[config.mk]
export PLATFORM = sky130hd
export DESIGN_NAME = fetch_requester
export DESIGN_NICKNAME = d
export VERILOG_FILES = /design/src/rtl/fetch_requester.sv
export SDC_FILE = /design/constraint.sdc
export NUM_CORES = 1
export LEC_CHECK = 0
export CAP_MARGIN = 10
export CORE_ASPECT_RATIO = 1.25
export CORE_MARGIN = 2
export CORE_UTILIZATION = 47
export CTS_CLUSTER_DIAMETER = 50
export DETAILED_ROUTE_END_ITERATION = 6
export PLACE_DENSITY = 0.77
export SETUP_SLACK_MARGIN = 0.5
export SLEW_MARGIN = 25
export SYNTH_ARGS = -nofsm -noshare
export SYNTH_HDL_FRONTEND = slang
export SYNTH_SLANG_ARGS = --single-unit
[constraint.sdc]
create_clock -name clk -period 4.6 [get_ports clk]
set_clock_uncertainty 0.05 [all_clocks]
set_input_delay 1.15 -clock clk [delete_from_list [all_inputs] [get_ports clk]]
set_output_delay 1.15 -clock clk [all_outputs]
set_load 0.05 [all_outputs]
[src/rtl/fetch_requester.sv]
// Instruction-fetch initiator: owns the PC, issues one word request at a time, and buffers
// returned words with their PCs in a small in-order queue for decode. Supports redirect/flush.
module fetch_requester #(
    parameter logic [31:0] RESET_PC = 32'h0000_0000,
    parameter int          DEPTH    = 2,
    parameter int          MEM_SIZE = 1024,
    parameter int          ADDR_W   = $clog2(MEM_SIZE)
) (
    input  logic              clk,
    input  logic              rst_n,
    output logic              imem_req_valid,
    input  logic              imem_req_ready,
    output logic [ADDR_W-1:0] imem_addr,
    input  logic              imem_rsp_valid,
    input  logic [31:0]       imem_rsp_data,
    output logic              inst_valid,
    input  logic              inst_ready,
    output logic [31:0]       inst_data,
    output logic [31:0]       inst_pc,
    input  logic              redirect_valid,
    input  logic [31:0]       redirect_pc
);
    localparam int PTR_W = (DEPTH > 1) ? $clog2(DEPTH) : 1;
    localparam int CNT_W = PTR_W + 1;

    typedef enum logic [1:0] {S_REQ, S_WAIT, S_DROP} state_t;

    state_t             state_q;
    logic [31:0]        pc_q;
    logic [31:0]        req_pc_q;
    logic [PTR_W-1:0]   wr_ptr_q;
    logic [PTR_W-1:0]   rd_ptr_q;
    logic [CNT_W-1:0]   count_q;
    logic [CNT_W-1:0]   count_d;
    logic [31:0]        q_data_q [DEPTH];
    logic [31:0]        q_pc_q   [DEPTH];

    logic               push;
    logic               pop;
    logic               req_fire;
    logic [CNT_W:0]     credit_used;

    assign inst_valid = rst_n && (count_q != '0);
    assign pop        = inst_valid && inst_ready && !redirect_valid;
    assign push       = (state_q == S_WAIT) && imem_rsp_valid && !redirect_valid;

    // Queue slots already claimed: entries that stay after this cycle's pop plus the outstanding
    // request. A response landing now converts outstanding into an entry, so the sum is unchanged.
    assign credit_used = {1'b0, count_q} - (CNT_W+1)'(pop) + (CNT_W+1)'(state_q == S_WAIT);

    assign imem_req_valid = rst_n && !redirect_valid && ((state_q == S_REQ) || push)
                            && (credit_used < (CNT_W+1)'(DEPTH));
    assign req_fire  = imem_req_valid && imem_req_ready;
    assign imem_addr = pc_q[ADDR_W+1:2];

    assign inst_data = inst_valid ? q_data_q[rd_ptr_q] : 32'h0;
    assign inst_pc   = inst_valid ? q_pc_q[rd_ptr_q]   : 32'h0;

    always_comb begin
        count_d = count_q;
        if (redirect_valid) begin
            count_d = '0;
        end else begin
            count_d = count_q + CNT_W'(push) - CNT_W'(pop);
        end
    end

    always_ff @(posedge clk) begin
        if (!rst_n) begin
            state_q  <= S_REQ;
            pc_q     <= RESET_PC;
            wr_ptr_q <= '0;
            rd_ptr_q <= '0;
            count_q  <= '0;
        end else begin
            count_q <= count_d;
            if (redirect_valid) begin
                pc_q     <= redirect_pc & ~32'h3;
                wr_ptr_q <= '0;
                rd_ptr_q <= '0;
                // An outstanding request whose response is still to come must be swallowed.
                state_q  <= ((state_q != S_REQ) && !imem_rsp_valid) ? S_DROP : S_REQ;
            end else begin
                if (push) wr_ptr_q <= wr_ptr_q + 1'b1;
                if (pop)  rd_ptr_q <= rd_ptr_q + 1'b1;
                if (req_fire) begin
                    pc_q    <= pc_q + 32'd4;
                    state_q <= S_WAIT;
                end else begin
                    case (state_q)
                        S_WAIT:  if (imem_rsp_valid) state_q <= S_REQ;
                        S_DROP:  if (imem_rsp_valid) state_q <= S_REQ;
                        default: state_q <= S_REQ;
                    endcase
                end
            end
        end
    end

    always_ff @(posedge clk) begin
        if (req_fire) req_pc_q <= pc_q;
        if (push) begin
            q_data_q[wr_ptr_q] <= imem_rsp_data;
            q_pc_q[wr_ptr_q]   <= req_pc_q;
        end
    end

endmodule

==> summary.txt <==
Pwr
  – Power Density: 331 mW/mm^2
  – Worst IR Drop VDD: ~0.00027 V
  – Tot Pwr: 3.55 mW
  – Pleak: 3.56 nW

Routing
  – Routed Antenna Nets: 0
  – Final WL: 17200 um
  – # DRC: 2
  – DRT Pass-1 Iters: 7
  – Routed wire per std cell: 18.1 um
  – Vias: a little over 5000
  – Vias per cell: 5.44
  – DRT iter0 DRCs: 390

Timing
  – Final setup vio count: 0
  – Final hold violation count: 0
  – Max Clock Freq: 243 MHz
  – Unrepaired setup endpoints after global routing: true
  – Worst slew margin: about 33%
  – Post-route minimum period: 4.11 ns
  – Slew Limit Fails: 0
  – Slew @ Worst Pin: roughly 1 ns
  – Final period utilization: 89.3%

Finish
  – Layout cells sized above 1: 18.1%
  – Fin area: 0.0107 sq mm
  – Post-layout util: around two thirds
  – Non-filler cells, final: 947
  – NumNets Final: ~800
  – Antenna cells: 0
  – Post-synthesis to final-layout area growth: 37.8%

Logic synthesis
  – Cell taking the most area after synthesis: edfxtp_1
  – Avg Inst Size Synth: 13.4 sq um
  – Mux contribution to synthesized area: 8.38%
  – Adder-Cell Fraction of Synth Area: approximately 1.2%
  – Primary FF master, synth: edfxtp_1
  – Post-synthesis simple-gate area fraction: 11.1%
  – Post-Synth XOR/XNOR Area: under 10%
  – Cell count after synthesis: 580
  – Ys async rst share: 0%
  – Ys Warns: 0
  – Largest family of logic cells by synthesized area: simple AND/OR/NAND/NOR gates
  – Sequential fraction of the synthesis area: approximately 70%
  – Compound-Gate Fraction of Synth Area: 5.60%
  – Cell variety after synth: 47
  – Flops & latches, synth: 191
  – Area share of the leading cell type in the synthesized netlist: 59.3%
  – Area contributors post-synth: edfxtp_1 59%, dfxtp_1 9.5%, mux2i_1 8.1%, nor2_1 4.1%, nand3_1 1.5%
  – EDFF count, synth: 154
  – Post-Syn Area: approximately 0.0078 sq mm

Clock tree
  – Clk sinks: 191
  – CTS tree: done
  – # H-tree levels: 4
  – CTS Buffer Depth: 2
  – Clk_lat worst skew: 0.41 ns
  – Hold_buf cts: 0
  – Clk root buf: clkbuf_16
  – Clock transition at path regs: roughly 0.07 ns
  – TritonCTS Buffers: 17

Status
  – Failing checks: DRC
  – Status: finished, violations left

Worst setup path
  – Setup Crit Path Kind: in -> out
  – R2R Setup Slk: 1.14 ns
  – Worst r2r src: count_q[1]
  – CP Launch Point: inst_ready
  – WP data arrival: 2.91 ns
  – Worst R2R Path Depth: 13
  – Worst Setup EP: imem_req_valid
  – Critical Path End Type: output pin
  – CP Max Fanout: 2
  – FF-to-FF End: pc_q[15]
  – Type of origin of the critical path: input pin
  – Critical path required time: around 3.4 ns

Placed design
  – Post-DP HPWL: 11700 um
  – Routability cong.: around 0.85
  – Placed Cells: between 900 and 1000
  – DP Area: about 0.010 sq mm
  – PortBufs: 141

Die
  – Core Rows: 52
  – Die Y: 148 um
  – Io pins: 146
  – Die W: 119 um
  – Initial Util: 48.1%
  – Placeable Area: 0.0162 sq mm
  – DIE AREA: roughly 0.018 sq mm

GRT
  – GRT Total Usage: 20.1%
  – Number of global-route vias before repair: 5392
  – Largest net degree at the start of global routing: 63
  – First-pass GRT wire length: ~27000 um
  – Total gr overflow: 0
  – Antenna violations before repair: 0

Flow run
  – Max Cap Viol: 0

Min path
  – Kind of path behind the tightest hold check: reg -> reg
  – Hold Crit Depth: 0
## stage by stage
| stage | hold WS, ns | TNS (ns) | worst slack, ns |
|---|---|---|---|
| floorplan | 0.358 | -1.92 | -0.0154 |
| global placement | 0.375 | -0.00621 | -0.00621 |
| detailed placement | 0.365 | -1.25 | -0.162 |
| CTS | 0.381 | 0 | 0.513 |
| global route | 0.406 | 0 | 0.415 |
| finish | 0.380 | 0 | 0.490 |
## synth_stat cells, drive strengths merged, types with 2 or more instances
cell type,instances
a32oi,2
inv,13
and2,3
and3,6
nand3,25
or3,6
nand2,24
o21ai,17
o211ai,8
xor2,8
dfxtp,37
xnor2,5
ha,6
a21oi,22
mux2,2
and4,4
nor2,85
nand2b,3
nor4,3
nor3,7
nand4,12
a31oi,12
buf,20
a2bb2oi,2
clkbuf,19
mux2i,63
edfxtp,154
## cell type report
| type | count | area (sq um) |
|---|---|---|
| fillers | 1105 | 5460 |
| flip-flops and latches | 191 | 5370 |
| multi-input cells | 337 | 2240 |
| repair buffers | 157 | 2210 |
| clock buffers | 20 | 457 |
| well taps | 216 | 270 |
| clock inverters | 12 | 136 |
| inverters | 14 | 61.3 |
## worst min-delay path by stage
stage | end | slack, ns | start
3_3_place_gp | q_pc_q[0][7] | 0.37 | req_pc_q[7]
5_1_grt | req_pc_q[14] | 0.41 | pc_q[14]
4_1_cts | req_pc_q[14] | 0.38 | pc_q[14]
2_1_floorplan | req_pc_q[14] | 0.36 | pc_q[14]
6_report | req_pc_q[14] | 0.38 | pc_q[14]
3_5_place_dp | req_pc_q[14] | 0.36 | pc_q[14]
## where the power goes
part | internal [mW] | switching (mW) | total, mW | leakage, nW
clock | 0.832 | 0.608 | 1.44 | 0.273
sequential | 1.89 | 0.0318 | 1.92 | 1.70
combinational | 0.0905 | 0.100 | 0.191 | 1.59
## cell usage in the layout (no fill, tap or decap), types with 2 or more instances in the layout
cell type / count
o211ai_1: 8
nand3_1: 24
conb_1: 2
xor2_1: 8
buf_12: 67
nand2_1: 23
ha_1: 5
a21oi_1: 21
nor2_4: 2
nand2b_1: 2
clkdlybuf4s50_1: 74
clkbuf_8: 2
xnor2_1: 5
and2_1: 3
and4_1: 4
mux2i_1: 63
nor2_1: 82
inv_6: 2
or3_1: 6
clkinvlp_4: 5
a32oi_1: 2
o21ai_0: 16
a31oi_1: 12
nor3_1: 7
bufinv_16: 2
mux2_2: 2
dfxtp_1: 36
inv_1: 11
nor4_1: 2
nand4_1: 12
edfxtp_1: 154
clkinv_4: 3
buf_4: 13
a2bb2oi_1: 2
clkbuf_16: 17
and3_1: 5
## metal layers
metal / up-vias / share of wire [%] / global-route usage [%]
met1: 2471 / 39 / 23.3
met4: 0 / 2.4 / 8.04
li1: 2416 / - / -
met3: 30 / 6.2 / 4.13
met5: - / 0 / 0
met2: 235 / 53 / 36.4
## kinds of logic after synthesis
logic type                 after synthesis
DFF                                    191
and+or+nand+nor                        180
AOI/OAI and AO/OA                       70
muxes                                   65
buffers and inverters                   53
xor gates and xnor gates                13
adders and majority gates                7
other                                    1
## flip-flops by register name (all words and copies together) (netlist names), named ones only
| name | cells |
|---|---|
| req_pc_q | 30 |
| count_q | 2 |
| pc_q | 30 |
| q_pc_q | 60 |
| rd_ptr_q | 1 |
| q_data_q | 64 |
| wr_ptr_q | 1 |
| state_q | 2 |
## repair_timing
action,4_1_cts,5_1_grt
resized for setup,17,0
pin swaps,5,3
setup endpoints to repair,22,1
setup buffers,2,1
## worst max-delay path: stages
cell and delay, ns:
clkdlybuf4s15_1 0.20, and3_4 0.20, ha_4 0.19, nand2b_4 0.14
fa_2 0.34, xor2_1 0.16, nor2_1 0.13, nand2_1 0.10
a21oi_4 0.14, buf_12 0.15
Note: power is estimated with default switching activity, not from simulation.
